<file path="src/rtl/instruction_fetch_stage.sv">
// -----------------------------------------------------------------------------
// instruction_fetch_stage
//
// Fetch stage sitting directly in front of the IF/ID pipeline register. It
// owns the program counter, issues one request per cycle to a program memory
// with a 1-cycle synchronous read, and presents the returned instruction and
// its PC to IF/ID. A hazard stall freezes the presented instruction; an
// EX-stage redirect squashes the wrong-path response in flight and restarts
// fetching at the (word-aligned) target. Flushing whatever is already inside
// IF/ID is the hazard unit's job, not this block's.
//
// Ports
//   Clk                      in   1   clock, all state on rising edge
//   Reset                    in   1   asynchronous, active-high
//   Stall_IF                 in   1   hold current output, issue no new fetch
//   Redirect_EX              in   1   taken branch/jump resolved in EX
//   Redirect_Target_EX       in  32   redirect target (bits [1:0] ignored)
//   IMem_Req                 out  1   fetch request this cycle
//   IMem_Addr                out 32   fetch address, word aligned
//   IMem_Rdata               in  32   data for the previous cycle's request
//   Instruction_Fetch_IF_PM  out 32   instruction to IF/ID
//   PC_IF                    out 32   PC of Instruction_Fetch_IF_PM
//   Valid_IF                 out  1   1 = real instruction, 0 = NOP bubble
// -----------------------------------------------------------------------------
module instruction_fetch_stage #(
    parameter logic [31:0] RESET_PC  = 32'h0000_0000,
    parameter logic [31:0] NOP_INSTR = 32'h0000_0013
) (
    input  logic        Clk,
    input  logic        Reset,
    input  logic        Stall_IF,
    input  logic        Redirect_EX,
    input  logic [31:0] Redirect_Target_EX,
    output logic        IMem_Req,
    output logic [31:0] IMem_Addr,
    input  logic [31:0] IMem_Rdata,
    output logic [31:0] Instruction_Fetch_IF_PM,
    output logic [31:0] PC_IF,
    output logic        Valid_IF
);

    // EMPTY: nothing valid on IMem_Rdata (after reset)
    // RUN  : IMem_Rdata holds the response for resp_pc_r
    // HOLD : stalled, the presented instruction lives in the hold buffer
    typedef enum logic [1:0] {
        EMPTY = 2'd0,
        RUN   = 2'd1,
        HOLD  = 2'd2
    } state_t;

    state_t      state_r;
    logic [31:0] fetch_pc_r;   // next address to request
    logic [31:0] resp_pc_r;    // PC of the response currently on IMem_Rdata
    logic [31:0] hold_instr_r;
    logic [31:0] hold_pc_r;

    logic [31:0] target_s;

    // Redirect targets are forced onto a word boundary.
    assign target_s = {Redirect_Target_EX[31:2], 2'b00};

    // Memory request: redirect beats stall; nothing is requested during reset.
    always_comb begin
        IMem_Req  = 1'b0;
        IMem_Addr = fetch_pc_r;
        if (Reset) begin
            IMem_Req  = 1'b0;
            IMem_Addr = fetch_pc_r;
        end else if (Redirect_EX) begin
            IMem_Req  = 1'b1;
            IMem_Addr = target_s;
        end else if (Stall_IF) begin
            IMem_Req  = 1'b0;
            IMem_Addr = fetch_pc_r;
        end else begin
            IMem_Req  = 1'b1;
            IMem_Addr = fetch_pc_r;
        end
    end

    // Output selection. RUN forwards the memory's own registered read data so
    // the fetch latency stays at one cycle; a redirect squashes that response.
    always_comb begin
        Instruction_Fetch_IF_PM = NOP_INSTR;
        PC_IF                   = resp_pc_r;
        Valid_IF                = 1'b0;
        if (Reset || Redirect_EX) begin
            Instruction_Fetch_IF_PM = NOP_INSTR;
            PC_IF                   = resp_pc_r;
            Valid_IF                = 1'b0;
        end else begin
            case (state_r)
                RUN: begin
                    Instruction_Fetch_IF_PM = IMem_Rdata;
                    PC_IF                   = resp_pc_r;
                    Valid_IF                = 1'b1;
                end
                HOLD: begin
                    Instruction_Fetch_IF_PM = hold_instr_r;
                    PC_IF                   = hold_pc_r;
                    Valid_IF                = 1'b1;
                end
                EMPTY: begin
                    Instruction_Fetch_IF_PM = NOP_INSTR;
                    PC_IF                   = resp_pc_r;
                    Valid_IF                = 1'b0;
                end
                default: begin
                    Instruction_Fetch_IF_PM = NOP_INSTR;
                    PC_IF                   = resp_pc_r;
                    Valid_IF                = 1'b0;
                end
            endcase
        end
    end

    // PC, response tracking, stall buffer and state update.
    always_ff @(posedge Clk or posedge Reset) begin
        if (Reset) begin
            state_r      <= EMPTY;
            fetch_pc_r   <= RESET_PC;
            resp_pc_r    <= RESET_PC;
            hold_instr_r <= 32'h0000_0000;
            hold_pc_r    <= 32'h0000_0000;
        end else if (Redirect_EX) begin
            // Target is requested this cycle; wrap-around is intentional.
            state_r      <= RUN;
            resp_pc_r    <= target_s;
            fetch_pc_r   <= target_s + 32'd4;
            hold_instr_r <= 32'h0000_0000;
            hold_pc_r    <= 32'h0000_0000;
        end else if (Stall_IF) begin
            case (state_r)
                RUN: begin
                    // Capture now: IMem_Rdata is not guaranteed to persist.
                    hold_instr_r <= IMem_Rdata;
                    hold_pc_r    <= resp_pc_r;
                    state_r      <= HOLD;
                end
                HOLD: begin
                    state_r <= HOLD;
                end
                EMPTY: begin
                    state_r <= EMPTY;
                end
                default: begin
                    state_r <= EMPTY;
                end
            endcase
        end else begin
            // Release from HOLD lands here too: the held word is shown this
            // cycle while fetch_pc_r is requested, so nothing is lost.
            state_r    <= RUN;
            resp_pc_r  <= fetch_pc_r;
            fetch_pc_r <= fetch_pc_r + 32'd4;
        end
    end

endmodule

</file>
<file path="config.mk">
export PLATFORM = sky130hd
export DESIGN_NAME = instruction_fetch_stage
export DESIGN_NICKNAME = d
export VERILOG_FILES = /design/src/rtl/instruction_fetch_stage.sv
export SDC_FILE = /design/constraint.sdc
export NUM_CORES = 1
export LEC_CHECK = 0
export CAP_MARGIN = 20
export CORE_AREA = 2 2 123 125
export DETAILED_ROUTE_END_ITERATION = 8
export DIE_AREA = 0 0 125 127
export GPL_TIMING_DRIVEN = 0
export PLACE_DENSITY = 0.91
export SKIP_CTS_REPAIR_TIMING = 1
export SLEW_MARGIN = 5
export SYNTH_ARGS = -nofsm -noshare
export SYNTH_HDL_FRONTEND = slang
export SYNTH_SLANG_ARGS = --single-unit
</file>
<file path="constraint.sdc">
create_clock -name Clk -period 5.13 [get_ports Clk]
set_input_delay 0.513 -clock Clk [delete_from_list [all_inputs] [get_ports Clk]]
set_output_delay 0.513 -clock Clk [all_outputs]
set_load 0.02 [all_outputs]
</file>
==> metrics.yaml <==
status:
  status: "finished with violations"
  violations: "design-rule violations"
placement:
  port_buffers: 157
  place_area_um2: 9180
  gp_congestion: 0.967
  dp.final_hpwl_mm: 15.6
  pre_cts_ws_ns: 0.939
floorplan:
  coreArea_um2: 14400
  die_height_um: 127
  io-pin-count: 166
  die_w_um: 125
  dieArea_um2: 15900
  rows: 44
  start_util: 0.509
sta:
  whs_ns: 0.482
  fin_worst_skew_ns: 0.00915
  period_share: 0.780
  finalMaxSlewViolations: 0
  slew_headroom: 0.188
  worst_pin_slew_ns: 1.22
  setup_viol: 0
  hold_violations: 0
  period_minus_slack_ns: 4.00
  tns_ns: 0
  layout_setup_ws_ns: 1.13
  rsz0062_at_grt: "false"
  fmax_mhz: 250
synthesis:
  yosys-top-cells-area: "dfrtp_1 42%, mux2_2 8.8%, mux2i_1 6.7%, nand2_1 6.2%, xnor2_1 5.1%"
  seq_area_frac_synth: 0.423
  synth_edf_count: 0
  synth_seq_cells: 124
  syn_area_per_cell_um2: 9.27
  synthDistinctLibCells: 43
  synth_top_area_cell: "dfrtp_1"
  synthArstFlopShare: 1.00
  synth_cells: 791
  synth_warnings: 0
  synth_ff_type: "dfrtp_1"
  syn_area_um2: 7330
  yosysTopAreaCellShare: 0.423
layout:
  finalNetCount: 1042
  final_cell_area_um2: 9800
  antenna_cells: 0
  fill_cells: 1087
  syn_to_final_growth_pct: 33.6
  drive_above_1_share: 0.102
power:
  ir_worst_vdd_mv: 0.248
  finalPower_mw: 3.12
  power_leakage_nw: 3.99
  power_density_nw_per_um2: 318
hold_path:
  hold_class: "primary input to flip-flop"
drt:
  via_count: 7128
  drt_first_pass_iters: 9
  drt-initial-drc-count: 862
  post-route-drc-count: 1
  wl_per_cell_um: 19.3
  routed_via_density: 6.10
  wirelength_mm: 22.6
  ant_nets: 0
clocking:
  clock_sinks: 124
  clk_latency_ns: 0.43
  root_buffer: "clkbuf_16"
  cts_tree: "built"
  clk_pin_slew_ns: 0.05
  htreeDepth: 4
  cts_buffers: 17
  max-clock-path-buffers: 2
global_route:
  grtUsageTotal: 0.285
  grt_max_degree: 75
  grt_pass1_wl_mm: 36.3
  grt_pass1_vias: 7041
  grt-ovfl-total: 0
  antenna_found_initial: 0
critical_path:
  end_kind: "flip-flop"
  cp-start-kind: "primary input"
  arrival_ns: 4.26
  cp.required_ns: 5.39
  worstPathMaxFanout: 10
  worstSetupPathType: "primary input to flip-flop"
flow_run:
  maxCapViolCount: 0
==> path summary, 6_finish.rpt <==
check                                               to  cells past startpoint  slack [ns]                       from
hold reg to reg               hold_pc_r[9]$_DFFE_PP0P_                      1        0.50   hold_pc_r[9]$_DFFE_PP0P_
min in group asynchronous  hold_instr_r[3]$_DFFE_PP0P_                      2        0.69                      Reset
hold / removal               resp_pc_r[20]$_DFFE_PP0N_                      3        0.48     Redirect_Target_EX[20]
max in group asynchronous   fetch_pc_r[23]$_DFFE_PP0N_                      3        3.70                      Reset
setup / recovery            fetch_pc_r[30]$_DFFE_PP0N_                     13        1.13                Redirect_EX
setup reg to reg            fetch_pc_r[29]$_DFFE_PP0N_                      6        2.12  fetch_pc_r[4]$_DFFE_PP0N_
==> critical path: stages <==
cell      delay [ns]
buf_6           0.13
clkbuf_1        0.41
clkbuf_1        0.47
buf_1           0.45
mux2_2          0.29
ha_1            0.26
nand4b_1        0.18
a22oi_1         0.29
nand4_1         0.28
clkbuf_1        0.33
nor3_1          0.34
xnor2_1         0.19
mux2i_1         0.12
==> cell type report <==
cell class / count / area [um^2] / share of cell area
Multi-Input combinational cell: 595 / 3940 / 0.402
Clock buffer: 22 / 484 / 0.0494
Timing Repair Buffer: 158 / 1600 / 0.163
Inverter: 10 / 42.5 / 0.00434
Buffer: 65 / 268 / 0.0273
Sequential cell: 124 / 3100 / 0.317
Tap cell: 184 / 230 / 0.0235
Clock inverter: 10 / 136 / 0.0139
==> kinds of logic (layout without fill, tap and decap cells) <==
| logic type | after synthesis | after routing | share of synthesized area |
|---|---|---|---|
| mux | 106 | 106 | 0.154 |
| compound gates | 164 | 164 | 0.146 |
| simple gates | 263 | 263 | 0.164 |
| buf+inv | 75 | 265 | 0.0416 |
| fa+ha+maj | 3 | 3 | 0.00512 |
| other cells | 1 | 4 | 0.000511 |
| xor+xnor | 55 | 55 | 0.0657 |
| flops | 124 | 124 | 0.423 |
==> synthesized netlist by cell type (4+ instances only) <==
master / number
nor2_1: 59
a21oi_1: 42
inv_1: 10
buf_1: 5
a22oi_1: 35
nor4_1: 4
clkbuf_1: 54
xnor2_1: 43
o21ai_0: 43
nand3b_1: 10
nand3_1: 21
xor2_1: 12
dfrtp_1: 124
nor3_1: 15
mux2i_1: 49
a22o_1: 31
buf_4: 4
nand2_1: 122
nand4_1: 11
mux2_2: 57
nand4b_1: 4
==> report_power, final <==
part / internal [mW] / switching, mW
combinational: 0.326 / 0.376
clock: 0.813 / 0.447
sequential: 1.06 / 0.0908
total: 2.20 / 0.913
==> layout by cell type, fill, tap and decap left out, types with 3 or more instances in the layout <==
cell / instances
nor2_1: 59
nand4b_1: 4
a222oi_1: 3
conb_1: 4
clkbuf_8: 4
o21ai_0: 43
mux2i_1: 49
nand4_1: 11
buf_4: 4
a221o_1: 3
nor2b_1: 3
nor4_1: 4
nor3_1: 15
clkbuf_1: 55
nand3_1: 21
dfrtp_1: 124
mux2_2: 57
a22oi_1: 35
a21oi_1: 42
clkinvlp_4: 3
xor2_1: 12
inv_1: 9
xnor2_1: 43
nand2_1: 122
a22o_1: 31
nand3b_1: 10
buf_1: 5
and2_1: 3
bufinv_16: 3
clkdlybuf4s50_1: 157
clkbuf_16: 17
clkinv_2: 3
nand2b_1: 3
ha_1: 3
==> flip-flops by register name (all words and copies together), names as in the netlist <==
register and count:
hold_pc_r 30, state_r 2, resp_pc_r 30, fetch_pc_r 30
hold_instr_r 32
==> stage by stage <==
| stage | std cells | utilization |
|---|---|---|
| finish | 1168 | 0.679 |
| global route | 1168 | 0.679 |
| CTS | 1168 | 0.679 |
| detailed placement | 1136 | 0.636 |
| global placement | 1135 | 0.634 |
| floorplan | 794 | - |
==> routing by layer <==
layer	track usage	vias up	part of all wire
li1	-	3150	-
met1	0.376	3433	0.40
met2	0.457	460	0.47
met3	0.0498	85	0.087
met4	0.143	0	0.038
met5	0	-	0
Note: power is estimated with default switching activity, not from simulation.
